--- config.mk ---
export PLATFORM = sky130hd
export DESIGN_NAME = enc4_2_seq
export DESIGN_NICKNAME = d
export VERILOG_FILES = /design/src/rtl/dec_enc_pkg.sv /design/src/rtl/enc4_2_seq_prio_pick4.sv /design/src/rtl/enc4_2_seq.sv
export SDC_FILE = /design/constraint.sdc
export NUM_CORES = 1
export LEC_CHECK = 0
export CORE_AREA = 2 2 39 41
export DETAILED_ROUTE_END_ITERATION = 8
export DIE_AREA = 0 0 41 43
export PLACE_DENSITY = 0.69
export SYNTH_ARGS = -nofsm -noshare
export SYNTH_HDL_FRONTEND = slang
export SYNTH_HIERARCHICAL = 1
export SYNTH_SLANG_ARGS = --single-unit
export TNS_END_PERCENT = 20
--- constraint.sdc ---
create_clock -name clk -period 1.9 [get_ports clk]
set_clock_uncertainty 0.2 [all_clocks]
set_input_delay 0.38 -clock clk [delete_from_list [all_inputs] [get_ports clk]]
set_output_delay 0.38 -clock clk [all_outputs]
set_load 0.01 [all_outputs]
--- src/rtl/dec_enc_pkg.sv ---
// Shared types and helpers for the request decoder/encoder family.
// Used by enc4_2_seq and its priority picker.
package dec_enc_pkg;

  localparam int N_REQ = 4;
  localparam int IDX_W = 2;

  typedef logic [N_REQ-1:0] req_t;
  typedef logic [IDX_W-1:0] idx_t;

  function automatic req_t onehot(input idx_t idx);
    req_t r;
    r      = '0;
    r[idx] = 1'b1;
    return r;
  endfunction

endpackage

--- src/rtl/enc4_2_seq_prio_pick4.sv ---
// Rotating-start priority picker over four request lines.
// The first set bit found at or after 'start' (wrapping) wins.
module prio_pick4
  import dec_enc_pkg::*;
(
  input  req_t req,
  input  idx_t start,
  output idx_t idx,
  output logic any
);

  idx_t cand;

  // Walk from the farthest offset down so the nearest set bit wins.
  always_comb begin
    idx  = '0;
    any  = 1'b0;
    cand = '0;
    for (int k = N_REQ - 1; k >= 0; k--) begin
      cand = start + idx_t'(k);
      if (req[cand]) begin
        idx = cand;
        any = 1'b1;
      end
    end
  end

endmodule

--- src/rtl/enc4_2_seq.sv ---
// Clocked 4-to-2 request encoder: collects multi-hot requests into a pending
// set and serializes them over valid/ready. Define ENC4_2_RR_EN for round-robin.
module enc4_2_seq #(
  parameter int N_REQ   = 4,
  parameter int IDX_W   = 2,
  parameter int RST_PTR = 3
) (
  input  logic             clk,
  input  logic             rst,
  input  logic             E,
  input  logic [N_REQ-1:0] I,
  input  logic             out_ready,
  output logic [IDX_W-1:0] Y,
  output logic             V,
  output logic             merge,
  output logic             busy
);

  import dec_enc_pkg::*;

  if (N_REQ != 4 || IDX_W != 2 || RST_PTR < 0 || RST_PTR >= N_REQ) begin : g_param_check
    $error("enc4_2_seq: only N_REQ=4, IDX_W=2, 0<=RST_PTR<4 are supported");
  end

  req_t pending;
  req_t in_req;
  req_t eff;
  logic load;
  idx_t start;
  idx_t pick_idx;
  logic pick_any;

  assign in_req = E ? I : '0;
  assign eff    = pending | in_req;
  assign load   = !V || out_ready;
  assign busy   = (pending != '0) || V;

`ifdef ENC4_2_RR_EN
  idx_t last_ptr;

  // Search begins just past the last grant so no line can starve another.
  assign start = last_ptr + idx_t'(1);

  always_ff @(posedge clk) begin
    if (rst) begin
      last_ptr <= idx_t'(RST_PTR);
    end else if (load && pick_any) begin
      last_ptr <= pick_idx;
    end
  end
`else
  assign start = '0;
`endif

  prio_pick4 u_pick (
    .req   (eff),
    .start (start),
    .idx   (pick_idx),
    .any   (pick_any)
  );

  // Output/pending register stage; merge looks at pending before this edge.
  always_ff @(posedge clk) begin
    if (rst) begin
      pending <= '0;
      Y       <= '0;
      V       <= 1'b0;
      merge   <= 1'b0;
    end else begin
      merge <= |(in_req & pending);
      if (load) begin
        if (pick_any) begin
          V       <= 1'b1;
          Y       <= pick_idx;
          pending <= eff & ~onehot(pick_idx);
        end else begin
          V       <= 1'b0;
        end
      end else begin
        pending <= eff;
      end
    end
  end

endmodule
=== Word-level counts from Yosys, hierarchy flattened ===
Cells that the tools add are included.

* Flip-flop bits (word level): 8
* Input port bits: 8
* Output and inout port bits: 5

* $lt $le $gt $ge: 2
* Equal/unequal tests: 1
* Multiplexer cells: 14
* Bitwise gates (word level): 4
* Reduce and logical (&&, ||, !) cells: 7

{| class="wikitable"
|+ Operators by type and width
! kind !! count
|-
| two-way mux 4 bit || 3
|-
| AND 4 bit || 2
|-
| two-way mux 2 bit || 4
|-
| two-way mux 1 bit || 6
|-
| inverter 4 bit || 1
|-
| bitwise OR 4 bit || 1
|-
| nonzero test 4 bit || 1
|-
| OR reduction 4 bit || 1
|-
| less-than comparator 2 x 3 -> 1 bit (second input constant) || 1
|-
| demux 1 bit (select 2 bit) || 1
|-
| greater-or-equal comparator 2 x 1 -> 1 bit (second input constant) || 1
|-
| logical OR 1 bit || 2
|-
| inequality test 2 x 1 -> 1 bit (second input constant) || 1
|-
| AND reduction 2 bit || 1
|-
| logical AND 1 bit || 1
|-
| zero test 1 bit || 1
|}

=== Longest topological paths before layout ===
Gate-level depths: netlist of the first run.

* Depth in word-level cells: 14
* Depth in mapped cells: 8
* Mapped depth without buffers: 8

=== Cells and area by module ===
The synthesis of the first run kept the hierarchy.

{| class="wikitable"
|+ By module, submodules not included
! module !! instances !! cells each !! area each (µm²)
|-
| enc4_2_seq || 1 || 48 || 404.1
|-
| prio_pick4 || 1 || 13 || 77.6
|}

=== Worst setup path after synthesis of the first run ===
Ideal clock, no wire load.

* Path type: input port to flip-flop
* Start: input I[1]
* End: register pending[3]
* Arrival time: 1.263 ns
* Required time: 1.575 ns
* Slack: 0.312 ns
* Stages on the path: 7
* Path buffers: 0
* Cell sequence: a21o_1 nor2_1 a211oi_1 nor2_1 inv_1 nor3_1 nor2_1

* Cells in the longest elaborated chain, start to end: 12
* Elaborated cells on any way between the ends: 16
* Classes of those cells: order compare (2); eq/ne (1); mux (9); bitwise (3); reduce/logical (1)

{| class="wikitable"
|+ RTL lines
! what !! line !! text
|-
| from (decl) || enc4_2_seq.sv:11 || <nowiki>input logic [N_REQ-1:0] I,</nowiki>
|-
| two-way mux 4 bit (*) || enc4_2_seq.sv:33 || <nowiki>assign in_req = E ? I : '0;</nowiki>
|-
| bitwise OR 4 bit (*) || enc4_2_seq.sv:34 || <nowiki>assign eff = pending | in_req;</nowiki>
|-
| two-way mux 2 bit (*) (2 in series) || enc4_2_seq_prio_pick4.sv:21 || <nowiki>if (req[cand]) begin</nowiki>
|-
| named net pick_idx[1] || enc4_2_seq.sv:30 || <nowiki>idx_t pick_idx;</nowiki>
|-
| less-than comparator 2 x 3 -> 1 bit (not written as such) / greater-or-equal comparator 2 x 1 -> 1 bit (equally long branches) || dec_enc_pkg.sv:14 || <nowiki>r[idx] = 1'b1;</nowiki>
|-
| logical AND 1 bit (not written as such) || dec_enc_pkg.sv:14 ||
|-
| two-way mux 1 bit (not written as such) || dec_enc_pkg.sv:14 ||
|-
| demux 1 bit (select 2 bit) (*) || dec_enc_pkg.sv:14 ||
|-
| inverter 4 bit (*) || enc4_2_seq.sv:75 || <nowiki>pending <= eff & ~onehot(pick_idx);</nowiki>
|-
| AND 4 bit (*) || enc4_2_seq.sv:75 ||
|-
| two-way mux 4 bit (*) || enc4_2_seq.sv:72 || <nowiki>if (pick_any) begin</nowiki>
|-
| two-way mux 4 bit (*) || enc4_2_seq.sv:71 || <nowiki>if (load) begin</nowiki>
|-
| to (signal assigned) || enc4_2_seq.sv:75 ||
|-
| to (decl) || enc4_2_seq.sv:25 || <nowiki>req_t pending;</nowiki>
|}

The timed path passes the listed nets; every way through them passes the cells marked *. The select of a mux whose other input is x is not followed.
A chain may end at the register's enable or synchronous reset.

=== Worst setup path after layout of the first run ===
* Start: input I[1]
* End: register pending[0]

* Cells in the longest elaborated chain, start to end: 12
* Elaborated cells on any way between the ends: 16
* Classes of those cells: order compare (2); eq/ne (1); mux (9); bitwise (3); reduce/logical (1)

{| class="wikitable"
|+ RTL lines
! what !! line !! text
|-
| two-way mux 4 bit (*) || enc4_2_seq.sv:33 ||
|-
| bitwise OR 4 bit (*) || enc4_2_seq.sv:34 ||
|-
| named net eff[1] || enc4_2_seq.sv:27 || <nowiki>req_t eff;</nowiki>
|-
| two-way mux 2 bit (*) (2 in series) || enc4_2_seq_prio_pick4.sv:21 ||
|-
| named net pick_idx[1] || enc4_2_seq.sv:30 ||
|-
| less-than comparator 2 x 3 -> 1 bit (not written as such) / greater-or-equal comparator 2 x 1 -> 1 bit (equally long branches) || dec_enc_pkg.sv:14 ||
|-
| logical AND 1 bit (not written as such) || dec_enc_pkg.sv:14 ||
|-
| two-way mux 1 bit (not written as such) || dec_enc_pkg.sv:14 ||
|-
| demux 1 bit (select 2 bit) (*) || dec_enc_pkg.sv:14 ||
|-
| inverter 4 bit (*) || enc4_2_seq.sv:75 ||
|-
| AND 4 bit (*) || enc4_2_seq.sv:75 ||
|-
| two-way mux 4 bit (*) || enc4_2_seq.sv:72 ||
|-
| two-way mux 4 bit (*) || enc4_2_seq.sv:71 ||
|}

Marked as above.

==> flow_metrics.env, run 1 <==
export IMPL_diodes=0
export IMPL_ir_worst_vdd_mv=0.490
export IMPL_cts_buffers=3
export IMPL_post_place_ws_ns=-0.326
export IMPL_post_route_drc_count=0
export IMPL_track_usage=0.166
export IMPL_slew_viol_final=0
export IMPL_fin_ws_ns=0.0442
export IMPL_dp_cells=104
export IMPL_synth_top_cell_area_share=0.332
export IMPL_num_rows=14
export IMPL_num_vias=540
export IMPL_highest_layer="met3"
export IMPL_synthFlopType="dfxtp_1"
export IMPL_synth_edff_count=0
export IMPL_die_height_microns=43
export IMPL_wl_met1_microns=572
export IMPL_grt_max_degree=8
export IMPL_root_buffer="clkbuf_4"
export IMPL_overflow=0
export IMPL_grt_pass1_vias=478
export IMPL_cts_tree="done"
export IMPL_synth_cells=61
export IMPL_numPortBuffers=12
export IMPL_grt_pass1_wl_mm=1.97
export IMPL_synthTopCellsByCount="nand2_1, dfxtp_1, nor2_1"
export IMPL_crit_required_ns=1.88
export IMPL_post_drt_wl_per_cell_microns=11.4
export IMPL_cp_start_kind="primary input"
export IMPL_core_area_sq_um=1380
export IMPL_crit_start="I[1]"
export IMPL_crit_buf_inv=2
export IMPL_met3_length_microns=56
export IMPL_cellPowerDensity_nw_per_um2=716
export IMPL_arrival_ns=1.83
export IMPL_met2_length_microns=637
export IMPL_setup_viol=0
export IMPL_end_kind="flop"
export IMPL_cp_max_fo=4
export IMPL_clk_pin_slew_ns=0.06
export IMPL_r2r_start="pending[1]"
export IMPL_first_iter_violations=16
export IMPL_r2r_slack_ns=0.26
export IMPL_synthesis_area_sq_um=482
export IMPL_viasPerCell=4.86
export IMPL_gp_congestion=0.792
export IMPL_yosysWarnings=6
export IMPL_rsz0062_at_grt="true"
export IMPL_cts_hold_buffers=0
export IMPL_num_io_pins=13
export IMPL_start_util=0.348
export IMPL_multiInputGateArea_sq_um=364
export IMPL_status="completed"
export IMPL_hold_viol=0
export IMPL_fin_area_sq_um=788
export IMPL_critPathSlowestCell="clkdlybuf4s50_1"
export IMPL_synth_xor_area_share=0
export IMPL_yosysMostFrequentCell="nand2_1"
export IMPL_fin_tns_setup_ns=0
export IMPL_h_tree_depth=1
export IMPL_synth_simple_gate_area_frac=0.301
export IMPL_synthMuxAreaShare=0.0208
export IMPL_holdCritStartpoint="Y[0]"
export IMPL_antenna_found_initial=0
export IMPL_wl_mm=1.27
export IMPL_hold_slack_ns=0.276
export IMPL_filler_cell_count=136
export IMPL_ys_ff_latch=8
export IMPL_fin_crit_sh=0.977
export IMPL_postSynthAreaPerCell_sq_um=7.90
export IMPL_synth_top_area_cell="dfxtp_1"
export IMPL_synth_top_family_by_area="simple AND/OR/NAND/NOR gates"
export IMPL_first_pass_iters=4
export IMPL_min_period_ns=1.86
export IMPL_dieArea_sq_um=1760
export IMPL_synthAdderAreaFrac=0
export IMPL_clk_latency_ns=0.26
export IMPL_post_dp_hpwl_microns=943
export IMPL_synth_async_reset_ratio=0
export IMPL_yosys_top_cells_area="dfxtp_1, nand2_1, a221oi_2"
export IMPL_regArea_sq_um=160
export IMPL_ys_seq_area_frac=0.332
export IMPL_syn_to_final_growth_pct=63.6
export IMPL_path_delay_family="buffers and inverters"
export IMPL_final_util=0.570
export IMPL_path_cells="clkdlybuf4s50_1, a21o_1, nor2_1, a211oi_2, nor2_2, inv_1, a221oi_2"
export IMPL_clkSinkCount=8
export IMPL_cts_buffer_depth=2
export IMPL_synth_compound_area_frac=0.299
export IMPL_die_w_microns=41
export IMPL_synth_distinct_cells=24
export IMPL_leakagePower_nw=0.376
export IMPL_max_cap_viol_count=0
export IMPL_drive_gt1_frac=0.326
export IMPL_setup_worst_path_class="primary input to flop"
export IMPL_nNetsFinal=105
export IMPL_fmax_ghz=0.539
export IMPL_slowest_delay_ns=0.43
export IMPL_ant_nets=0
export IMPL_dpl_instance_area_sq_um=704
export IMPL_hold_path_class="flop to flop"
export IMPL_fin_cells=111
export IMPL_total_power_mw=0.564
[placed cells by master (no fill, tap or decap), types with 3 or more instances in the layout]
cell type	instances
buf_4	11
clkdlybuf4s50_1	9
conb_1	9
dfxtp_1	8
nor2_1	6
nand2_1	5
inv_1	4
nand2_2	4
a21o_1	3
a21oi_1	3
nor3_2	3
clkbuf_4	3
[worst reg2reg max path: cells and delay by family, from the launching register on]
family | cells | cell delay, ns
AO/OA/AOI/OAI | 3 | 0.50
flip-flops | 1 | 0.34
buffers and inverters | 1 | 0.11
AND/OR/NAND/NOR | 2 | 0.41
[registers in the layout, summed over array words and instances (netlist names)]
register,count
Y,2
pending,4
merge,1
V,1
[layout make-up]
type,count,area share
Multi-Input combinational cell,56,0.462
Clock buffer,3,0.0286
Sequential cell,8,0.203
Tap cell,16,0.0254
Timing Repair Buffer,23,0.257
Inverter,5,0.0238
[power breakdown]
group | switching, mW | total [mW] | internal (mW)
Sequential | 0.0149 | 0.201 | 0.186
Clock | 0.0611 | 0.134 | 0.0725
Combinational | 0.111 | 0.230 | 0.119
Total | 0.187 | 0.564 | 0.377
[logic make-up (layout without fill, tap and decap cells)]
| family | after synthesis | after routing |
|---|---|---|
| buffers and inverters | 5 | 31 |
| AOI/OAI and AO/OA | 18 | 18 |
| and+or+nand+nor | 28 | 28 |
| other | 1 | 9 |
| muxes | 1 | 1 |
| DFF | 8 | 8 |
[path summary, 6_finish.rpt]
path,to,cells past startpoint
min,Y[0],2
min reg2reg,Y[0],2
max reg2reg,pending[0],6
max,pending[0],7
[per-layer routing]
| layer | global-route usage | vias up |
|---|---|---|
| li1 | - | 278 |
| met1 | 0.201 | 252 |
| met2 | 0.256 | 10 |
| met3 | 0.0785 | 0 |
| met4 | 0.0400 | 0 |
| met5 | 0 | - |
[repair_timing]
item	4_1_cts	5_1_grt
setup endpoints to repair	4	5
pin swaps	2	7
setup buffers	3	1
resized for setup	2	12
(Power assumes the default switching activity.)
==> run 2, diff against run 1 <==
SLEW_MARGIN = 20   (was unset)
==> results of run 2 <==
Same layout as run 1: the final DEF is identical, and so are final timing and power.
==> variant, RTL diff (settings of run 1) <==
Add a define of `ENC4_2_RR_EN`.
--- a/src/rtl/enc4_2_seq.sv
+++ b/src/rtl/enc4_2_seq.sv
@@ -1,5 +1,7 @@
 // Clocked 4-to-2 request encoder: collects multi-hot requests into a pending
 // set and serializes them over valid/ready. Define ENC4_2_RR_EN for round-robin.
+`define ENC4_2_RR_EN
+
 module enc4_2_seq #(
   parameter int N_REQ   = 4,
   parameter int IDX_W   = 2,
Function: changed (Yosys sat finds a counterexample within 4 cycles, from zero or initial values and one cycle with rst high).
==> variant against run 1 <==
- design area grew 7.6%
- clock power rose by 43%
- critical endpoint is now last_ptr[0]
- wire length grew 11%
- sequential cell count rose by 2
- power up 58%
- synthesized area is 12% higher
- fmax rose by 0.86%
- global-route usage shrank 0.35 points
- worst setup slack gained 0.016 ns
- non-clock buffer count down 1
==> variant: results (changes against run 1) <==
Layout
  – Fill count: 121 (was 136)
  – Inserted Diodes: 0 (unchanged)
  – Registers with the most flip-flops: pending (4), Y (2), last_ptr (2) (was pending (4), Y (2))
  – Layout cells sized above 1: 31.46% (was 32.63%)
  – NumNets Final: 98 (was 105)

Detailed routing
  – DR iter-0 viols: 4 (was 16)
  – Drt drc: 0 (unchanged)
  – Max layer used: met4 (was met3)
  – Vias per cell: 5.343 (was 4.865)
  – Initial DRT Pass Iterations: 4 (unchanged)
  – WL final: 1402 um (was 1266 um)
  – M1 wire length: 624 um (was 572 um)
  – Met3 Routed Length: 72 um (was 56 um)
  – Drt wl/cell: 13.35 um (was 11.41 um)
  – Met2 wire len: 669 um (was 637 um)

Synthesis
  – Ranking of synthesized cells by area: dfxtp_1 (37%), a21oi_1 (5.5%), a21o_1 (5.5%) (was dfxtp_1 (33%), nand2_1 (7.0%), a221oi_2 (6.2%))
  – Synth cell count leaders: dfxtp_1 (10), a21oi_1 (6), nand2_1 (6), nor2_1 (5) (was nand2_1 (9), dfxtp_1 (8), nor2_1 (7), a21oi_1 (4), inv_1 (4))
  – Cells after Synth: 64 (was 61)
  – Post-synth top flop: dfxtp_1 (unchanged)
  – Ys async rst share: 0% (unchanged)
  – Post-Syn Nets: 72
  – Synth cell types: 26 (was 24)
  – Post-synthesis sequential area ratio: 36.95% (was 33.25%)

Clock network
  – Inserted Clock Buffers: 3 (unchanged)
  – Clock-pin slew on the worst setup and hold paths: 0.07 ns

Timing
  – Slew @ Worst Pin: between 0.3 and 0.4 ns

Placement
  – Post-placement worst setup slack: -0.3571 ns (was -0.3261 ns)
  – Hpwl dp: 947.6 um (was 943 um)
  – Dpl cell area: 744.5 um2 (was 704.4 um2)
  – Placed insts: 100 (was 104)
  – GPL Wtd Cong: 0.8417 (was 0.7921)

Power and ir drop
  – Psw: 310.5 uW (was 186.8 uW)
  – Leakage: 0.4043 nW (was 0.3762 nW)
  – Maximum VDD drop: 0.5667 mV (was 0.4900 mV)

Global routing
  – Antenna violations before repair: 0 (unchanged)
  – First-pass GRT wire length: 1945 um (was 1966 um)
  – Number of global-route vias before repair: 475 (was 478)
  – Tot GR Track Use: 16.26% (was 16.62%)
  – Largest net degree at the start of global routing: 10 (was 8)

Critical path
  – CP max FO: 5 (was 4)
  – WP data arrival: 1.80 ns (was 1.83 ns)

Worst hold path
  – Worst min path class: flip-flop to flip-flop (unchanged)

Outcome
  – Status: finished, final reports clean (unchanged)
## variant: power by group through the flow
stage / logic [mW] / registers (mW) / clock network [mW]
detailed placement: 0.352 / 0.279 / 0
global placement: 0.351 / 0.279 / 0
floorplan: 0.193 / 0.280 / 0
CTS: 0.355 / 0.276 / 0.201
global route: 0.454 / 0.281 / 0.211
finish: 0.423 / 0.276 / 0.192
## variant: path summary, 6_finish.rpt
path	startpoint	depth (start not counted)	endpoint	slack, ns
worst min-delay path	Y[1]	2	Y[1]	0.28
worst min register to register	Y[1]	2	Y[1]	0.28
worst max-delay path	last_ptr[0]	6	last_ptr[0]	0.06
worst max register to register	last_ptr[0]	6	last_ptr[0]	0.06
## variant: cell type report
class | instances | area, um2 | share of cell area [%]
multi-input combinational | 49 | 376.6 | 44.40
timing repair buffer | 22 | 200.2 | 23.60
sequential | 10 | 200.2 | 23.60
tap | 16 | 20.02 | 2.360
inverter | 4 | 15.01 | 1.770
clock buffer | 4 | 36.28 | 4.277
## variant: cells by family (layout without fill, tap and decap cells)
group	count (synthesis)	count (layout)	synth area share (%)
xor+xnor	1	1	1.617
buf+inv	5	30	3.693
flops	10	10	36.95
compound gates	24	24	32.33
simple gates	23	23	23.56
mux	1	1	1.848
## variant: what timing repair did
action | in CTS | in global routing
gates resized for setup | 3 | 14
pin swaps | 1 | 10
setup endpoints to repair | 7 | 8
buffers inserted | 1 | 0
## variant: worst max-delay path, cell delays in order, from the launching register on
cell and delay (ns):
dfxtp_1 0.36, xor2_1 0.15, buf_4 0.17, mux2i_2 0.27, a211oi_4 0.12, and3_4 0.20
a211o_1 0.26
## variant: routing by layer
layer / track usage [%] / vias up
met2: 23.44 / 18
met3: 4.712 / 4
li1: - / 291
met1: 22.30 / 248
met5: 0 / -
met4: 6.000 / 0
